$ cat config.mk
export PLATFORM = sky130hd
export DESIGN_NAME = piso_serializer
export DESIGN_NICKNAME = d
export VERILOG_FILES = /design/src/rtl/piso_serializer.sv
export SDC_FILE = /design/constraint.sdc
export NUM_CORES = 1
export LEC_CHECK = 0
export BUFFER_PORTS_ARGS = -buffer_cell sky130_fd_sc_hd__buf_2
export CAP_MARGIN = 15
export CORE_AREA = 8 8 51 53
export DETAILED_ROUTE_END_ITERATION = 8
export DIE_AREA = 0 0 59 61
export PLACE_DENSITY = 0.69
export SLEW_MARGIN = 20
export SYNTH_ARGS = -nofsm -noshare
export SYNTH_HDL_FRONTEND = slang
export SYNTH_SLANG_ARGS = --single-unit
$ cat constraint.sdc
create_clock -name clk -period 1.4 [get_ports clk]
set_input_delay 0.14 -clock clk [delete_from_list [all_inputs] [get_ports clk]]
set_output_delay 0.14 -clock clk [all_outputs]
set_load 0.005 [all_outputs]
$ cat src/rtl/piso_serializer.sv
// Parallel-in serial-out serializer, MSB first, with back-to-back frame support.
// Optional even-parity trailer bit when SER_PARITY_EN is defined.
//
// state | meaning
// IDLE  | no frame in progress, ready to accept a word
// SHIFT | presenting data bits WIDTH-1 down to 0
// PAR   | presenting the even-parity bit (SER_PARITY_EN only)
module piso_serializer #(
    parameter int WIDTH = 8
) (
    input  logic             clk,
    input  logic             rst,
    input  logic             shift_en,
    input  logic [WIDTH-1:0] load_data,
    input  logic             load_valid,
    output logic             load_ready,
    output logic             dout,
    output logic             dout_valid,
    output logic             frame_done,
    output logic             busy
);

    localparam int CNT_W = (WIDTH > 2) ? $clog2(WIDTH) : 1;
    localparam logic [CNT_W-1:0] CNT_LAST = CNT_W'(WIDTH - 1);

`ifdef SER_PARITY_EN
    typedef enum logic [1:0] {IDLE, SHIFT, PAR} state_t;
`else
    typedef enum logic [0:0] {IDLE, SHIFT} state_t;
`endif

    state_t             state, state_n;
    logic [WIDTH-1:0]   shreg, shreg_n;
    logic [CNT_W-1:0]   cnt, cnt_n;
    logic               fd_n;
    logic               last_bit;
    logic               xfer;
`ifdef SER_PARITY_EN
    logic               par_q, par_n;
`endif

`ifdef SER_PARITY_EN
    assign last_bit = (state == PAR);
    assign dout     = (state == PAR) ? par_q : shreg[WIDTH-1];
`else
    assign last_bit = (state == SHIFT) && (cnt == CNT_LAST);
    assign dout     = shreg[WIDTH-1];
`endif

    assign load_ready = (state == IDLE) || (last_bit && shift_en);
    assign xfer       = load_valid && load_ready;
    assign busy       = (state != IDLE);
    assign dout_valid = (state != IDLE);

    always_ff @(posedge clk or negedge rst) begin
        if (!rst) begin
            state      <= IDLE;
            shreg      <= '0;
            cnt        <= '0;
            frame_done <= 1'b0;
`ifdef SER_PARITY_EN
            par_q      <= 1'b0;
`endif
        end else begin
            state      <= state_n;
            shreg      <= shreg_n;
            cnt        <= cnt_n;
            frame_done <= fd_n;
`ifdef SER_PARITY_EN
            par_q      <= par_n;
`endif
        end
    end

    always_comb begin
        state_n = state;
        shreg_n = shreg;
        cnt_n   = cnt;
        fd_n    = 1'b0;
`ifdef SER_PARITY_EN
        par_n   = par_q;
`endif
        case (state)
            IDLE: ;
            SHIFT: begin
                if (shift_en) begin
                    if (cnt == CNT_LAST) begin
`ifdef SER_PARITY_EN
                        state_n = PAR;
                        shreg_n = '0;
`else
                        state_n = IDLE;
                        shreg_n = '0;
                        fd_n    = 1'b1;
`endif
                    end else begin
                        shreg_n = shreg << 1;
                        cnt_n   = cnt + 1'b1;
                    end
                end
            end
`ifdef SER_PARITY_EN
            PAR: begin
                if (shift_en) begin
                    state_n = IDLE;
                    fd_n    = 1'b1;
                end
            end
`endif
            default: begin
                state_n = IDLE;
                shreg_n = '0;
            end
        endcase

        // A transfer can only coincide with IDLE or the final-bit consume, so it overrides.
        if (xfer) begin
            state_n = SHIFT;
            shreg_n = load_data;
            cnt_n   = '0;
`ifdef SER_PARITY_EN
            par_n   = ^load_data;
`endif
        end
    end

endmodule

# Word level (Yosys, flattened, before mapping)
# Cells that the tools add are included.
# classes
add_sub_neg	1
n_mul	0
div_mod_pow	0
n_lt_le_gt_ge	0
n_eq_ne	2
shifts	0
muxes	15
bitwise_logic	1
n_reduce_logical	8
# op_table
cell	count
two-way mux 8 bit	4
two-way mux 3 bit	4
two-way mux 1 bit	7
nonzero test 2 bit	2
adder 3 x 1 -> 3 bit (second input constant)	1
equality test 3 bit (second input constant)	1
logical AND 1 bit	3
AND reduction 3 bit	1
!= test 2 bit (second input constant)	1
AND reduction 2 bit	1
logical OR 1 bit	1
NOT 1 bit	1
# word_totals
register_bits	13
latchBits	0
ram_bits	0
rom_bits	0
elab_cells	31
n_memories	0

# Logic depth before layout (Yosys ltp)
# logic_depth
ltp_word	7
depth_mapped	6
depth_no_buf	5

# Least setup slack after synthesis
# No wires, ideal clock.
# synth_timing
kind	reg2reg
startpoint	reg cnt[0]
endpoint	reg shreg[3]
arrival_time_ps	1336
t_required_ps	1257
slack_ps	-78
stages_incl_launch_ff	7
period_less_slack_ps	1478
cell_sequence	dfrtp_1 -> ha_1 -> ha_1 -> buf_6 -> and3_2 -> a21oi_1 -> o221ai_1
# synth_between
elab_chain_cells	7
elab_cells_between_ends	12
cone_classes	eq/ne (1); mux (4); reduce/logical (7)
# synth_lines
item	line	text
from (decl)	34	logic [CNT_W-1:0] cnt, cnt_n;
from (signal assigned)	67	cnt <= cnt_n;
equality test 3 bit *	46, 87	
logical AND 1 bit	46	assign last_bit = (state == SHIFT) && (cnt == CNT_LAST);
logical AND 1 bit	50	assign load_ready = (state == IDLE) || (last_bit && shift_en);
logical OR 1 bit	50	
logical AND 1 bit	51	assign xfer = load_valid && load_ready;
nonzero test 2 bit (no line)	--	
AND reduction 2 bit (no line)	--	
to (signal assigned)	66	shreg <= shreg_n;
to (decl)	33	logic [WIDTH-1:0] shreg, shreg_n;
# Every way passes the cells marked *; elsewhere a longest branch is shown, timed or not. The select of a mux whose other input is x is not followed.
# A chain may end at the register's enable or synchronous reset.

# Worst setup path in the final report
# layout_timing
startpoint	reg cnt[1]
endpoint	reg shreg[7]
# The elaborated chain is that of the path after synthesis.

==> out/results.ini <==
[routing]
drt_iter0_drc = 6
wl_um = 2000
ant_nets = 0
drc = 0
viasPerCell = 5.40
avgRoutedWirePerCell_um = 15.2
first_pass_iters = 4
vias = 713

[global_routing]
gr-max-usage-layer = met2
grt-ovfl-total = 0
grtUsageMet3_pct = 2.75
grt_pass1_vias = 728
grt_use_met1_pct = 16.3
met2_usage_pct = 19.6
track_usage_pct = 12.7
grt_antenna_before_repair = 0
grt_max_degree = 19
grt_first_pass_wirelength_um = 3460

[clock_network]
clk_latency_ps = 280
cts_buffers = 3
cts_tree = yes
cts_root_buf = clkbuf_4
cts-htree-levels = 1
clk_pin_slew_ps = 80
cts_sinks = 13
clockBufferDepth = 2

[placed_design]
hpwl_um = 1370
io_buffers = 16
globalplace.congestion = 0.775
dp_slack_ps = -14.4

[sta]
skew_ps = 0.813
hold_violations = 0
rsz0062_at_grt = true
setup_viol = 7
hold_ws_ps = 152
finalCriticalPeriod_ps = 1460
maxSlewViolCount = 0
fmax_mhz = 683
layout_setup_ws_ps = -65.0
tightest_slew_ps = 466
final.period_utilization_pct = 105
maxSlewHeadroom_pct = 68.9
fin_tns_setup_ps = -233

[outcome]
status = finished with violations
violations = negative setup slack

[power]
leakage_nw = 0.484
powerDensity_nw_per_um2 = 1580
ir_drop_mv = 0.850

[critical_path]
critPathArrivalTime_ps = 1620
crit_end = shreg[7]
path_class = flop to flop
crit_required_ps = 1560
r2r_cells = 6
rrSetupSlack_ps = -60
cp-start-kind = flop
reg2reg_to = shreg[7]
critPathMaxFanout = 6
endpoint_kind = flop
regToRegStartpoint = cnt[1]
crit_start = cnt[1]

[finish]
nets = 120
syn_to_final_growth_pct = 29.3
postLayoutCoreUtil_pct = 55.4
diodes = 0
layout_common_cells = buf_2, dfrtp_1, nand2_1
drive_gt1_share_pct = 45.7
nFillCells = 181
final_common_cell = buf_2

[synth]
ys_seq_area_share_pct = 41.2
avgSynthCellArea_um2 = 9.63
ys.flop_type = dfrtp_1
yosys_warnings = 0
synth.cell_area_um2 = 790
ys_ff_latch = 13
async_reset_ff_share_pct = 100
syn-num-nets = 96
synth_cell_types = 22
synth_edf_count = 0
synth_cells = 82

[run]
max_cap_viol_count = 0

[die]
start_util_pct = 42.9
rows = 16
core_area_um2 = 1840
die-area_um2 = 3600
io_pins = 17
die_w_um = 59
fp.dieH_um = 61

[worst_hold_path]
hp-class = primary input to flop

-- cell usage after synthesis (all sizes together) (3+ instances only) --
library cell,number,area [µm²]
and3,5,37.5
dfrtp,13,325
a21oi,8,40.0
a22o,3,26.3
inv,3,11.3
nand2,12,45.0
mux2i,7,70.1
o22ai,5,31.3
nor2,3,11.3
o221ai,5,43.8
buf,5,48.8
-- critical path, stage by stage (launching register included) --
cell and delay [ps]:
dfrtp_1 400, ha_2 200, ha_4 180, buf_6 130, and3_2 200, a21oi_2 110
o221ai_1 120
-- final cells by class --
cell class	instances	area, µm²	area share (%)
multi-input combinational	59	455	44.6
sequential	13	325	31.9
timing repair buffer	26	169	16.5
tap	27	33.8	3.31
clock buffer	4	26.3	2.57
inverter	3	11.3	1.10
-- worst min-delay path by stage --
stage                             from  endpoint  depth (start not counted)
after global routing      load_data[0]  shreg[0]                          3
final                     load_data[0]  shreg[0]                          3
after floorplan                    rst      busy                          0
after global placement             rst  shreg[3]                          1
after CTS                 load_data[0]  shreg[0]                          3
after detailed placement           rst  shreg[4]                          1
-- repair_timing --
item / 4_1_cts / 5_1_grt
endpoints found under the hold margin: 13 / 0
resized for setup: 9 / 9
endpoints found under the setup margin: 5 / 11
buffers inserted: 4 / 1
pin swaps: 6 / 5
hold buffers: 1 / 0
-- per-layer routing --
| metal | vias to the layer above | part of all wire (%) |
|---|---|---|
| met5 | - | 0 |
| met3 | 5 | 5.0 |
| met1 | 346 | 44 |
| li1 | 346 | - |
| met4 | 0 | 2.0 |
| met2 | 16 | 49 |
-- registers in the layout (all words and copies together), names as in the netlist --
signal,cells
frame_done,1
shreg,8
busy,1
cnt,3
-- cells by family (layout without fill, tap and decap cells) --
| group | Yosys count | in the layout | share of synthesized area [%] |
|---|---|---|---|
| muxes | 8 | 8 | 10.3 |
| DFF | 13 | 13 | 41.2 |
| buffers and inverters | 10 | 33 | 8.71 |
| adders and majority gates | 2 | 2 | 3.17 |
| AOI/OAI and AO/OA | 24 | 24 | 20.8 |
| and+or+nand+nor | 25 | 25 | 15.8 |
-- through the flow --
step	total power, mW	area [µm²]	instances
after detailed placement	1.20	891	122
final	1.62	1020	132
after global routing	1.75	1020	132
after floorplan	1.03	805	82
after global placement	1.17	891	122
after CTS	1.53	978	131
-- power breakdown --
part           switching, mW  internal, mW  total [mW]
sequential             0.133         0.509       0.641
combinational          0.314         0.418       0.732
clock                  0.131         0.111       0.242
total                  0.578          1.04        1.62
Power figures use the tool's default switching activity.
